### config.mk
export PLATFORM = sky130hd
export DESIGN_NAME = eth_rx_framer
export DESIGN_NICKNAME = d
export VERILOG_FILES = /design/src/rtl/eth_pkg.sv /design/src/rtl/crc32_d8.sv /design/src/rtl/eth_rx_framer.sv
export SDC_FILE = /design/constraint.sdc
export NUM_CORES = 1
export LEC_CHECK = 0
export CORE_UTILIZATION = 45
export CTS_CLUSTER_DIAMETER = 80
export DETAILED_ROUTE_END_ITERATION = 16
export PLACE_DENSITY_LB_ADDON = 0.05
export SLEW_MARGIN = 20
export SYNTH_ARGS = -nofsm -noshare
export SYNTH_HDL_FRONTEND = slang
export SYNTH_SLANG_ARGS = --single-unit
### constraint.sdc
create_clock -name clk_i -period 5.15 [get_ports clk_i]
set_input_delay 0.7725 -clock clk_i [delete_from_list [all_inputs] [get_ports clk_i]]
set_output_delay 0.7725 -clock clk_i [all_outputs]
set_load 0.005 [all_outputs]
### src/rtl/eth_pkg.sv
// Shared constants, state type and helpers for the Ethernet receive framer
// and the CRC-32 byte engine.
package eth_pkg;

    localparam logic [7:0]  ETH_PREAMBLE    = 8'h55;
    localparam logic [7:0]  ETH_SFD         = 8'hD5;
    localparam logic [31:0] ETH_CRC_POLY    = 32'hEDB88320;
    localparam logic [31:0] ETH_CRC_INIT    = 32'hFFFFFFFF;
    localparam logic [31:0] ETH_CRC_RESIDUE = 32'hC704DD7B;
    localparam int          ETH_FCS_LEN     = 4;

    typedef enum logic [1:0] {
        ST_IDLE,
        ST_PREAMBLE,
        ST_DATA,
        ST_DROP
    } eth_rx_state_t;

    function automatic logic [15:0] satInc(input logic [15:0] v);
        return (v == 16'hFFFF) ? v : v + 16'd1;
    endfunction

    function automatic logic [31:0] bitRev32(input logic [31:0] v);
        logic [31:0] r;
        for (int i = 0; i < 32; i++) begin
            r[i] = v[31-i];
        end
        return r;
    endfunction

endpackage

### src/rtl/crc32_d8.sv
// Combinational reflected CRC-32 step: next register value after one byte,
// bits consumed LSB first. Shared with the transmit framer.
module crc32_d8
    import eth_pkg::*;
(
    input  logic [31:0] crc_i,
    input  logic [7:0]  data_i,
    output logic [31:0] crc_o
);

    always_comb begin
        logic [31:0] c;
        c = crc_i;
        for (int i = 0; i < 8; i++) begin
            c = (c >> 1) ^ ((c[0] ^ data_i[i]) ? ETH_CRC_POLY : 32'h0);
        end
        crc_o = c;
    end

endmodule

### src/rtl/eth_rx_framer.sv
// Receive MAC framer: strips preamble/SFD and FCS, checks CRC-32, flags runt,
// oversize and PHY-error frames. Frame counters exist only with ETH_RX_STATS_EN.
module eth_rx_framer
    import eth_pkg::*;
#(
    parameter int MAX_LEN = 1514
) (
    input  logic        clk_i,
    input  logic        rst_ni,
    input  logic [7:0]  rx_d_i,
    input  logic        rx_dv_i,
    input  logic        rx_er_i,
    output logic [7:0]  m_data_o,
    output logic        m_valid_o,
    output logic        m_sof_o,
    output logic        m_eof_o,
    output logic        m_err_o,
    output logic [10:0] m_len_o
`ifdef ETH_RX_STATS_EN
    ,
    output logic [15:0] stat_good_o,
    output logic [15:0] stat_bad_o,
    output logic [15:0] stat_runt_o
`endif
);

    localparam int               CNT_W     = 12;
    localparam logic [CNT_W-1:0] MIN_CNT   = CNT_W'(ETH_FCS_LEN + 1);
    localparam logic [CNT_W-1:0] OVR_IDX   = CNT_W'(MAX_LEN + ETH_FCS_LEN);
    localparam logic [10:0]      MAX_LEN_W = 11'(MAX_LEN);

    eth_rx_state_t    state_q;
    logic [31:0]      crc_q;
    logic [31:0]      crc_d;
    logic [4:0][7:0]  dly_q;
    logic [CNT_W-1:0] cnt_q;
    logic             err_q;
    logic             sofPend_q;
    logic             crcOk;
    logic             frameBad;

    crc32_d8 u_crc (
        .crc_i (crc_q),
        .data_i(rx_d_i),
        .crc_o (crc_d)
    );

    // The residue constant is quoted MSB-first; our register shifts LSB-first.
    assign crcOk    = (bitRev32(crc_q) == ETH_CRC_RESIDUE);
    assign frameBad = ~crcOk | err_q;

    always_ff @(posedge clk_i or negedge rst_ni) begin
        if (!rst_ni) begin
            state_q   <= ST_IDLE;
            crc_q     <= ETH_CRC_INIT;
            dly_q     <= '0;
            cnt_q     <= '0;
            err_q     <= 1'b0;
            sofPend_q <= 1'b0;
            m_data_o  <= '0;
            m_valid_o <= 1'b0;
            m_sof_o   <= 1'b0;
            m_eof_o   <= 1'b0;
            m_err_o   <= 1'b0;
            m_len_o   <= '0;
`ifdef ETH_RX_STATS_EN
            stat_good_o <= '0;
            stat_bad_o  <= '0;
            stat_runt_o <= '0;
`endif
        end else begin
            m_valid_o <= 1'b0;
            m_sof_o   <= 1'b0;
            m_eof_o   <= 1'b0;
            m_err_o   <= 1'b0;
            m_len_o   <= '0;
            case (state_q)
                ST_IDLE: begin
                    if (rx_dv_i) state_q <= ST_PREAMBLE;
                end
                ST_PREAMBLE: begin
                    if (!rx_dv_i) begin
                        state_q <= ST_IDLE;
                    end else if (rx_er_i) begin
                        state_q <= ST_DROP;
                    end else if (rx_d_i == ETH_SFD) begin
                        state_q   <= ST_DATA;
                        crc_q     <= ETH_CRC_INIT;
                        cnt_q     <= '0;
                        err_q     <= 1'b0;
                        sofPend_q <= 1'b1;
                    end else if (rx_d_i != ETH_PREAMBLE) begin
                        state_q <= ST_DROP;
                    end
                end
                ST_DATA: begin
                    // Five bytes held back so the FCS never reaches the output.
                    if (rx_dv_i) begin
                        crc_q <= crc_d;
                        dly_q <= {dly_q[3:0], rx_d_i};
                        err_q <= err_q | rx_er_i;
                        cnt_q <= cnt_q + 1'b1;
                        if (cnt_q >= MIN_CNT) begin
                            m_valid_o <= 1'b1;
                            m_data_o  <= dly_q[4];
                            m_sof_o   <= sofPend_q;
                            sofPend_q <= 1'b0;
                        end
                        if (cnt_q == OVR_IDX) begin
                            m_eof_o <= 1'b1;
                            m_err_o <= 1'b1;
                            m_len_o <= MAX_LEN_W;
                            state_q <= ST_DROP;
`ifdef ETH_RX_STATS_EN
                            stat_bad_o <= satInc(stat_bad_o);
`endif
                        end
                    end else begin
                        state_q <= ST_IDLE;
                        if (cnt_q >= MIN_CNT) begin
                            m_valid_o <= 1'b1;
                            m_data_o  <= dly_q[4];
                            m_sof_o   <= sofPend_q;
                            sofPend_q <= 1'b0;
                            m_eof_o   <= 1'b1;
                            m_err_o   <= frameBad;
                            m_len_o   <= 11'(cnt_q - CNT_W'(ETH_FCS_LEN));
`ifdef ETH_RX_STATS_EN
                            if (frameBad) stat_bad_o  <= satInc(stat_bad_o);
                            else          stat_good_o <= satInc(stat_good_o);
`endif
                        end else begin
`ifdef ETH_RX_STATS_EN
                            stat_runt_o <= satInc(stat_runt_o);
`endif
                        end
                    end
                end
                ST_DROP: begin
                    if (!rx_dv_i) state_q <= ST_IDLE;
                end
                default: state_q <= ST_IDLE;
            endcase
        end
    end

endmodule

==> After elaboration in Yosys (flattened, before gate mapping) <==
Cells that the tools add are included.
{ "word_totals": {"reg_bits": 111, "latch_bits": 0, "mem_bits_rw": 0, "mem_bits_ro": 0, "input_bits": 12, "output_inout_bits": 23, "wordCells": 112, "memories": 0} }
{ "op_classes": {"addsub": 2, "n_mul": 0, "div_mod_pow": 0, "order_cmp": 1, "eq_ne": 16, "n_shift": 0, "n_mux": 51, "bitwise_logic": 19, "reduce_logical": 7} }
{ "op_table": {"columns": ["cell", "count"], "rows": [
  ["$mux W32", 12],
  ["$xor A31 B32 Y32", 8],
  ["$pmux W32 S2", 1],
  ["$mux W12", 4],
  ["$mux W11", 4],
  ["$eq A32 B32 Y1 const B", 1],
  ["$pmux W12 S2", 1],
  ["$mux W1", 18],
  ["$mux W2", 8],
  ["$ne A2 B2 Y1 const B", 7],
  ["$add A12 B1 Y12 const B", 1],
  ["$eq A12 B11 Y1 const B", 1],
  ["$ge A12 B3 Y1 const B", 1],
  ["$sub A11 B3 Y11 const B", 1],
  ["$reduce_and A5 Y1", 2],
  ["$eq A8 B8 Y1 const B", 1],
  ["$ne A8 B7 Y1 const B", 1],
  ["$pmux W2 S4", 1],
  ["$xor A1 B1 Y1", 8],
  ["$ne A5 B5 Y1 const B", 1],
  ["$eq A2 B2 Y1 const B", 2],
  ["$pmux W1 S2", 2],
  ["$reduce_and A2 Y1", 2],
  ["$reduce_and A4 Y1", 1],
  ["6 further kinds", 7]
]} }

==> Longest topological paths before layout <==
Gate-level depths: netlist (run 1).
{ "depth": {"word_depth": 26, "mapped_depth": 7, "ltp_nobuf": 6} }

==> Modules after synthesis <==
From an unflattened synthesis (run 1), not the netlist that was laid out.
{ "hier_totals": {"cells_unflattened": 488, "area_unflattened_um2": 5900.7} }
{ "by_module_without_submodules": {"columns": ["module", "n_inst", "cells_per_inst", "area_each_um2", "seq_area_each_um2"], "rows": [
  ["eth_rx_framer", 1, 422, 4931.0, 2817.7],
  ["crc32_d8", 1, 66, 969.7, 0.0]
]} }

==> Worst setup path after synthesis (run 1) <==
OpenSTA, ideal clock, no wires.
{ "synth_timing": {"kind": "input -> register", "start": "input rx_d_i[3]", "end": "register crc_q[19]", "setup_ns": 0.080, "arrival_time_ns": 2.019, "required_time_ns": 5.070, "slack_ns": 3.051, "stages": 4, "path_buffers": 0, "path_cell_list": "xnor2_2 -> xnor2_4 -> xnor3_1 -> o22a_1"} }
{ "synth_via": {"elab_chain_len": 9, "elab_cells_between_ends": 12, "cone_classes": "eq/ne: 2; mux: 3; bitwise: 6; reduce/logical: 1"} }
{ "synth_lines": {"columns": ["element", "line", "text"], "rows": [
  ["start, declared", "eth_rx_framer.sv:10", "input logic [7:0] rx_d_i,"],
  ["$xor A1 B1 Y1", "crc32_d8.sv:15", "c = (c >> 1) ^ ((c[0] ^ data_i[i]) ? ETH_CRC_POLY : 32'h0);"],
  ["$mux W32", "crc32_d8.sv:15", null],
  ["$xor A31 B32 Y32 (5 in a row)", "crc32_d8.sv:15", null],
  ["$mux W32", "eth_rx_framer.sv:98", "if (rx_dv_i) begin"],
  ["$pmux W32 S2", "eth_rx_framer.sv:77", "case (state_q)"],
  ["end signal, assigned", "eth_rx_framer.sv:99", "crc_q <= crc_d;"],
  ["end, declared", "eth_rx_framer.sv:33", "logic [31:0] crc_q;"]
]} }
Parallel ways exist; a longest one is shown, timed or not. The select of a mux whose other input is x is not followed.
A chain may end at the register's enable or synchronous reset.

==> Worst setup path after layout (run 1) <==
{ "layout_timing": {"start": "input rx_dv_i", "end": "register err_q"} }
{ "layout_via": {"elab_chain_len": 2, "elab_cells_between_ends": 3, "cone_classes": "eq/ne: 2; reduce/logical: 1"} }
{ "layout_lines": {"columns": ["element", "line", "text"], "rows": [
  ["start, declared", "eth_rx_framer.sv:11", "input logic rx_dv_i,"],
  ["$ne A2 B2 Y1 (no line)", null, null],
  ["$reduce_and A5 Y1 (no line) (*)", null, null],
  ["end signal, assigned", "eth_rx_framer.sv:101", "err_q <= err_q | rx_er_i;"],
  ["end, declared", "eth_rx_framer.sv:37", "logic err_q;"]
]} }
Mark *: on every way between the ends. The rest lies on a longest branch, timed or not.

==> qor.yml, run 1 <==
antenna_found_initial: 0
antenna_cells: 0
placed_area_um2: 6070
ant_nets: 0
design_area_um2: 6380
synth-main-ff-cell: "dfrtp_1"
clock_latency_ns: 0.35
synth_cell_type_count: 49
endpoint_kind: "flop"
viasPerCell: 5.16
synth-seq-cells: 111
io_pins: 35
rsz0062_at_grt: "false"
cp-start-kind: "primary input"
layout-drive-gt1-share: 0.152
grt_use_met2: 0.317
cts_max_path_buffers: 2
synth_edf_count: 0
cpMaxStageDelayCell: "clkdlybuf4s50_1"
first_pass_iters: 4
cts_htree_levels: 3
crit_fanout: 35
rows: 40
die_h_um: 113
peakVddDrop_mv: 0.387
crit_chain: "clkdlybuf4s50_1 -> inv_1 -> nor2_4 -> buf_4 -> a21oi_1 -> nor2_1"
fin_nets: 540
netlist_top_cells_area: "dfrtp_1, dfstp_2, nand2_1"
crit_buf_inv: 3
dp.cells: 678
grt_pass1_wl_um: 19200
hold_class: "reg2reg"
cts_tree: "built"
slew_headroom: 0.393
yosysWarnings: 0
root_buffer: "clkbuf_16"
synthArstFlopShare: 1.00
cp_top_family: "buffers and inverters"
synth_largest_area_cell: "dfrtp_1"
dieArea_um2: 12800
numCtsBuffers: 9
p_leak_nw: 2.95
syn_inst: 496
period_minus_slack_ns: 2.84
post-dp-hpwl_um: 7600
holdWs_ns: 0.465
cts_resized: 0
power_density_nw_per_um2: 664
grt_busiest_layer: "met2"
worstPathArrival_ns: 3.12
synth_top_area_frac: 0.355
wl_per_cell_um: 16.4
hold_buffers: 0
drc_errors: 0
critPathKind: "in2reg"
yosysSeqAreaShare: 0.506
synth_area_um2: 5570
setup_viol: 0
drv_slew: 0
timing.fmax_ghz: 0.352
grt_use_met1: 0.266
grt_pass1_vias: 3654
clk_pin_slew_ns: 0.07
first_iter_violations: 315
die_x_um: 113
areaGrowthSynthToFinish_pct: 14.6
slowest_delay_ns: 0.70
core_area_um2: 12100
drt-total-wl_um: 11400
finalSetupTns_ns: 0
drv_cap: 0
overflow: 0
hold_viol_final: 0
status: "finished clean"
stdcell_count: 694
worst_slew_pin_slew_ns: 0.911
syn_avg_cell_area_um2: 11.2
grt_max_degree: 73
globalplace.congestion: 0.770
clock_skew_ns: 0.00631
clock_sinks: 111
fin_crit_sh: 0.551
start_util: 0.462
cp_data_required_time_ns: 5.43
cts_setup_buffers: 0
grt_usage: 0.198
use_met3: 0.0530
synth_nets: 515
io_buffers: 34
vias: 3582
## layout make-up
class	count	area (um^2)
clock buffers	12	246
clock inverters	4	70.1
fillers	1071	5680
inverters	7	26.3
multi-input cells	354	2640
flip-flops and latches	111	2820
well taps	168	210
repair buffers	38	368
## cells in the final DEF (no fill, tap or decap), drive strengths merged, types with 10 or more instances in the layout
cell / synthesis / final
o21ai: 13 / 13
nor2: 13 / 13
xnor2: 33 / 33
a21oi: 15 / 15
xnor3: 16 / 16
a2bb2oi: 22 / 22
dfrtp: 79 / 79
o22a: 10 / 10
clkdlybuf4s50: 0 / 33
clkbuf: 18 / 12
dfstp: 32 / 32
xor2: 20 / 20
nand2: 129 / 129
## metal layers
| layer | vias up | part of all wire |
|---|---|---|
| met2 | 58 | 0.47 |
| met4 | 0 | 0.0099 |
| met5 | - | 0 |
| met1 | 1782 | 0.49 |
| met3 | 7 | 0.033 |
| li1 | 1735 | - |
## worst min-delay path, delay by kind of cell (launching register included)
family,cells,cell delay (ns)
flip-flops,1,0.34
AND/OR/NAND/NOR,2,0.10
## registers in the layout, indices dropped and copies added, names as in the netlist
signal and cells:
crc_q 32, m_eof_o 1, cnt_q 12, m_len_o 11
m_valid_o 1, err_q 1, dly_q 40, m_err_o 1
sofPend_q 1, m_data_o 8, m_sof_o 1, state_q 2
## logic make-up (layout without fill, tap and decap cells)
family                     count (synthesis)  count (layout)  share of synthesized area
and+or+nand+nor                          199             199                      0.165
DFF                                      111             111                      0.506
xor gates and xnor gates                  71              71                      0.185
AOI/OAI and AO/OA                         67              67                     0.0869
buffers and inverters                     31              61                     0.0216
muxes                                     10              10                     0.0198
adders and majority gates                  7               7                     0.0157
## cells in the mapped netlist (7+ instances only)
master	n
a21oi_1	15
a2bb2oi_1	21
clkbuf_1	18
dfrtp_1	79
dfstp_2	32
ha_1	7
inv_1	7
mux2_2	8
nand2_1	129
nand3_1	9
nor2_1	13
o21ai_0	13
o22a_1	10
xnor2_1	24
xnor3_1	16
xor2_1	17
## where the power goes
group / total (mW) / switching, mW / internal, mW / leakage, nW
logic: 2.02 / 0.817 / 1.20 / 1.41
registers: 1.47 / 0.236 / 1.24 / 1.38
clock network: 0.744 / 0.306 / 0.438 / 0.157
total: 4.24 / 1.36 / 2.88 / 2.95
## per-stage QoR
stage | worst slack (ns) | power (mW) | util
after floorplan | 3.05 | 3.09 | -
after global placement | 1.99 | 3.48 | 0.503
after detailed placement | 1.96 | 3.52 | 0.503
after CTS | 2.34 | 4.29 | 0.529
after global routing | 2.05 | 4.51 | 0.529
final | 2.31 | 4.24 | 0.529
## path summary, 6_finish.rpt
check                                       from                       to  slack [ns]  cells after the start
min in group asynchronous                 rst_ni     m_len_o[7]$_DFF_PN0_        0.54                      1
min                        dly_q[20]$_DFFE_PN0P_    dly_q[28]$_DFFE_PN0P_        0.46                      2
max reg2reg                 cnt_q[0]$_DFFE_PN0P_  m_data_o[7]$_DFFE_PN0P_        3.03                      6
min reg2reg                dly_q[20]$_DFFE_PN0P_    dly_q[28]$_DFFE_PN0P_        0.46                      2
max in group asynchronous                 rst_ni    crc_q[24]$_DFFE_PN1P_        3.53                      2
max                                      rx_dv_i        err_q$_DFFE_PN0P_        2.31                      6
Note: power is estimated with default switching activity, not from simulation.
==> inputs of run 2 (changes only) <==
- clock period: 5.15 -> 2.8 ns (I/O delays scaled with it)
==> qor.yml, run 2 (synthesis gave the netlist of run 1 again) <==
hold_buffers: 0  # unchanged
critPathKind: "in2reg"
power_density_nw_per_um2: 1230  # +85%
crit_buf_inv: 1  # -2
crit_chain: "clkdlybuf4s50_1 -> xor2_1 -> xnor3_1 -> xnor3_1 -> o22a_1"
vias: 3632  # +1.4%
endpoint_kind: "flop"
r2r_start: "cnt_q[0]$_DFFE_PN0P_"
rows: 40  # unchanged
io_pins: 35  # unchanged
peakVddDrop_mv: 0.776  # +100%
fillers: 1058  # -1.2%
io_buffers: 34  # unchanged
globalplace.congestion: 0.832  # +8.0%
cpMaxStageDelayCell: "clkdlybuf4s50_1"
slowest_delay_ns: 0.64  # -0.06 ns
hold_viol_final: 0  # unchanged
drv_slew: 0  # unchanged
grt_max_degree: 66  # -9.6%
die_h_um: 113  # unchanged
slew_headroom: 0.588  # +0.195
clk_pin_slew_ns: 0.07  # about the same
wl_met2_um: 5260  # -1.6%
die_x_um: 113  # unchanged
cts_setup_buffers: 0  # unchanged
first_pass_iters: 4  # unchanged
layout_common_cells: "nand2_1, dfrtp_1, clkdlybuf4s50_1"
r2r_end: "m_data_o[6]$_DFFE_PN0P_"
fin_nets: 550  # +1.9%
drt-total-wl_um: 11400  # -0.13%
clock_skew_ns: 0.00604  # -0.000266 ns
core_area_um2: 12100  # unchanged
clock_sinks: 111  # unchanged
areaGrowthSynthToFinish_pct: 17.1
grt_usage: 0.198  # +0.000421
overflow: 0  # unchanged
viasPerCell: 5.16  # about the same
first_iter_violations: 232  # -26%
timing.fmax_ghz: 0.464
setup_viol: 0  # unchanged
antenna_cells: 0  # unchanged
mostFrequentLayoutCell: "nand2_1"
fin_util: 0.541  # +0.0116
hold_class: "in2async"
finalSetupTns_ns: 0  # unchanged
worst_slew_pin_slew_ns: 0.614  # -0.297 ns
cts_max_path_buffers: 2  # unchanged
status: "finished clean"
drv_cap: 0  # unchanged
numCtsBuffers: 9  # unchanged
met3WireLength_um: 426  # +14%
reg2reg_depth: 6  # unchanged
antenna_found_initial: 0  # unchanged
wl_per_cell_um: 16.2  # -1.6%
crit_fanout: 4  # -89%
root_buffer: "clkbuf_16"
met1Wirelength_um: 5510  # -1.3%
cp_data_required_time_ns: 3.08  # -2.35 ns
layout-drive-gt1-share: 0.172  # +0.0196
top_register: "dly_q"
cts_resized: 0  # unchanged
dieArea_um2: 12800  # unchanged
post-dp-hpwl_um: 7780  # +2.3%
cp-start-kind: "primary input"
top_layer_used: "met4"
fin_crit_sh: 0.769
drc_errors: 0  # unchanged
finalPower_mw: 7.99  # +89%
p_leak_nw: 3.02  # +2.3%
crit_path_frequent_cell: "xnor3_1"
start_util: 0.462  # unchanged
cts_htree_levels: 3  # unchanged
largest_reg_flops: 40  # unchanged
clock_latency_ns: 0.36  # about the same
rsz0062_at_grt: "false"
cts_tree: "built"
ant_nets: 0  # unchanged
worstPathArrival_ns: 2.44  # -0.68 ns
cp_top_family: "XOR/XNOR gates"
r2r_slack_ns: 0.70  # -2.33 ns
grt_pass1_vias: 3618  # -0.99%
top_regs: "dly_q: 40 flops, crc_q: 32 flops, cnt_q: 12 flops"
grt_pass1_wl_um: 19400  # +0.90%
period_minus_slack_ns: 2.15
## run 2: cell type report
cell class	instances	area (um^2)	area share
Timing Repair Buffer	48	493	0.0756
Sequential cell	111	2820	0.432
Clock inverter	6	92.6	0.0142
Clock buffer	10	239	0.0366
Inverter	7	26.3	0.00403
Tap cell	168	210	0.0322
Multi-Input combinational cell	354	2640	0.405
## run 2: worst max-delay path by stage
stage,from,endpoint,slack (ns),cells after the start
final,rx_d_i[1],crc_q[21]$_DFFE_PN1P_,0.65,5
after global routing,cnt_q[0]$_DFFE_PN0P_,m_data_o[0]$_DFFE_PN0P_,0.52,6
after CTS,rx_d_i[1],crc_q[24]$_DFFE_PN1P_,0.65,5
after detailed placement,rx_d_i[1],crc_q[24]$_DFFE_PN1P_,0.27,5
after global placement,rx_d_i[1],crc_q[24]$_DFFE_PN1P_,0.30,5
after floorplan,crc_q[1]$_DFFE_PN1P_,crc_q[21]$_DFFE_PN1P_,0.94,4
## run 2: report_power, final
group | leakage [nW] | internal (mW) | switching (mW)
Clock | 0.161 | 0.815 | 0.603
Combinational | 1.48 | 2.31 | 1.54
Sequential | 1.38 | 2.28 | 0.450
## run 2: per-layer routing
layer	track usage	up-vias
met4	0.0596	0
met1	0.276	1782
li1	-	1759
met2	0.305	75
met3	0.0525	16
met5	0	-
## run 2: stage by stage
stage	worst slack, ns	hold slack, ns	cell area, um^2	instances
CTS	0.654	0.0758	6520	704
global placement	0.298	0.449	6190	688
global route	0.522	0.0966	6520	704
floorplan	0.940	0.124	5570	496
detailed placement	0.270	0.450	6190	688
finish	0.646	0.0592	6520	704
## run 2: worst register-to-register path, cell delays in order (launching register included)
cell	delay [ns]
dfrtp_1	0.39
inv_1	0.11
ha_1	0.20
nor2b_1	0.14
o2111ai_1	0.31
and2_1	0.45
mux2_2	0.39
==> patch (config.mk and constraints of run 2) <==
The option `ETH_RX_STATS_EN` is turned on by a define.
--- a/src/rtl/eth_rx_framer.sv
+++ b/src/rtl/eth_rx_framer.sv
@@ -2,2 +2,4 @@
 // oversize and PHY-error frames. Frame counters exist only with ETH_RX_STATS_EN.
+`define ETH_RX_STATS_EN
+
 module eth_rx_framer
Behaviour (old outputs only; new: stat_bad_o, stat_good_o and stat_runt_o): unchanged (Yosys induction, for registers that start in step).
==> patch against run 2 <==
- first-iteration DRC count up 3.0%
- wire length up 41%
- synthesized cell count up 47%
- design area up 43%
- critical path depth up 1
- combinational power down 40%
- register-to-register slack worse by 450 ps
- via count up 48%
- worst setup slack worse by 390 ps
- sequential cell count up 48
- power down 3.2%
- largest power group is now sequential cells
- area after synthesis up 34%
==> patch: results <==
{
  "cts-htree-levels": 4,
  "via_per_inst": 5.07,
  "clk_pin_slew_worst_paths_ps": 60,
  "powerClk_mw": 2.41,
  "crit_family": "simple AND/OR/NAND/NOR gates",
  "dr.pass1.iters": 5,
  "tightest_slew_ps": 756,
  "top_regs": "dly_q x40, crc_q x32",
  "avgSynthCellArea_um2": 10.3,
  "ir_drop_mv": 0.604,
  "reg2reg_to": "stat_bad_o[1]",
  "critPathKind": "reg2reg",
  "total_leakage_power_nw": 4.21,
  "netlist_area_um2": 7480,
  "routedWlPerCell_um": 15.2,
  "status": "completed",
  "grt_pass1_vias": 5264,
  "grt_use_met2_pct": 30.6,
  "swShare_pct": 31.9,
  "grtUsageMet3_pct": 3.75,
  "worstRegToRegCells": 6,
  "route.met2.wl_um": 7280,
  "yosysUniqueCellTypes": 48,
  "clk_latency_ps": 410,
  "met1_length_um": 8190,
  "use_met1_pct": 29.4,
  "drt_iter0_drc": 239,
  "critPathArrivalTime_ps": 2850,
  "clock_skew_ps": 6.38,
  "synthesis.nets": 751,
  "yosys-top-cells-area": "dfrtp_1, dfstp_2, xnor2_1",
  "regToRegStartpoint": "cnt_q[7]",
  "reg2reg_setup_slack_ps": 250,
  "drive_above_1_share_pct": 13.5,
  "fill_cells": 1378,
  "slowest_delay_ps": 570,
  "gp_congestion": 0.857,
  "crit_fanout": 16,
  "wl_met3_um": 401,
  "port_buffers": 82,
  "whs_ps": 27.2,
  "final_nets": 852,
  "dp_hpwl_um": 11300,
  "yosysSeqAreaShare_pct": 53.8,
  "grt_max_degree": 76,
  "grt_first_pass_wirelength_um": 26700,
  "antenna_cells": 0,
  "dp.cells": 1027,
  "slowest_stage": "or4_4",
  "wirelength_um": 16000,
  "cts_buffers": 17
}
[patch: cell count changes after synthesis, moves of 16 or more]
cell,change
a2bb2oi_1,-21
dfrtp_1,+48
nand2_1,+27
nand4_1,+18
nor2_1,+33
xnor2_1,+65
xnor3_1,-16
xor2_1,+22
[patch: logic make-up after synthesis]
family / synth area share [%]
AOI/OAI and AO/OA: 4.72
xor gates and xnor gates: 15.2
adders and majority gates: 1.67
buffers and inverters: 2.21
DFF: 53.8
muxes: 1.96
and+or+nand+nor: 20.5
[patch: cell type report]
type                            instances  area share, %
Sequential cell                       159           43.1
Multi-Input combinational cell        533           35.4
Timing Repair Buffer                  111           11.6
Clock buffer                           20           5.00
Tap cell                              216           2.90
Clock inverter                         12           1.70
Inverter                                8          0.322
[patch: stage by stage]
stage	worst slack, ps	cell area [um^2]
after global routing	122	9330
final	255	9330
after floorplan	458	7480
after global placement	62.1	8700
after detailed placement	-42.1	8700
after CTS	223	9320
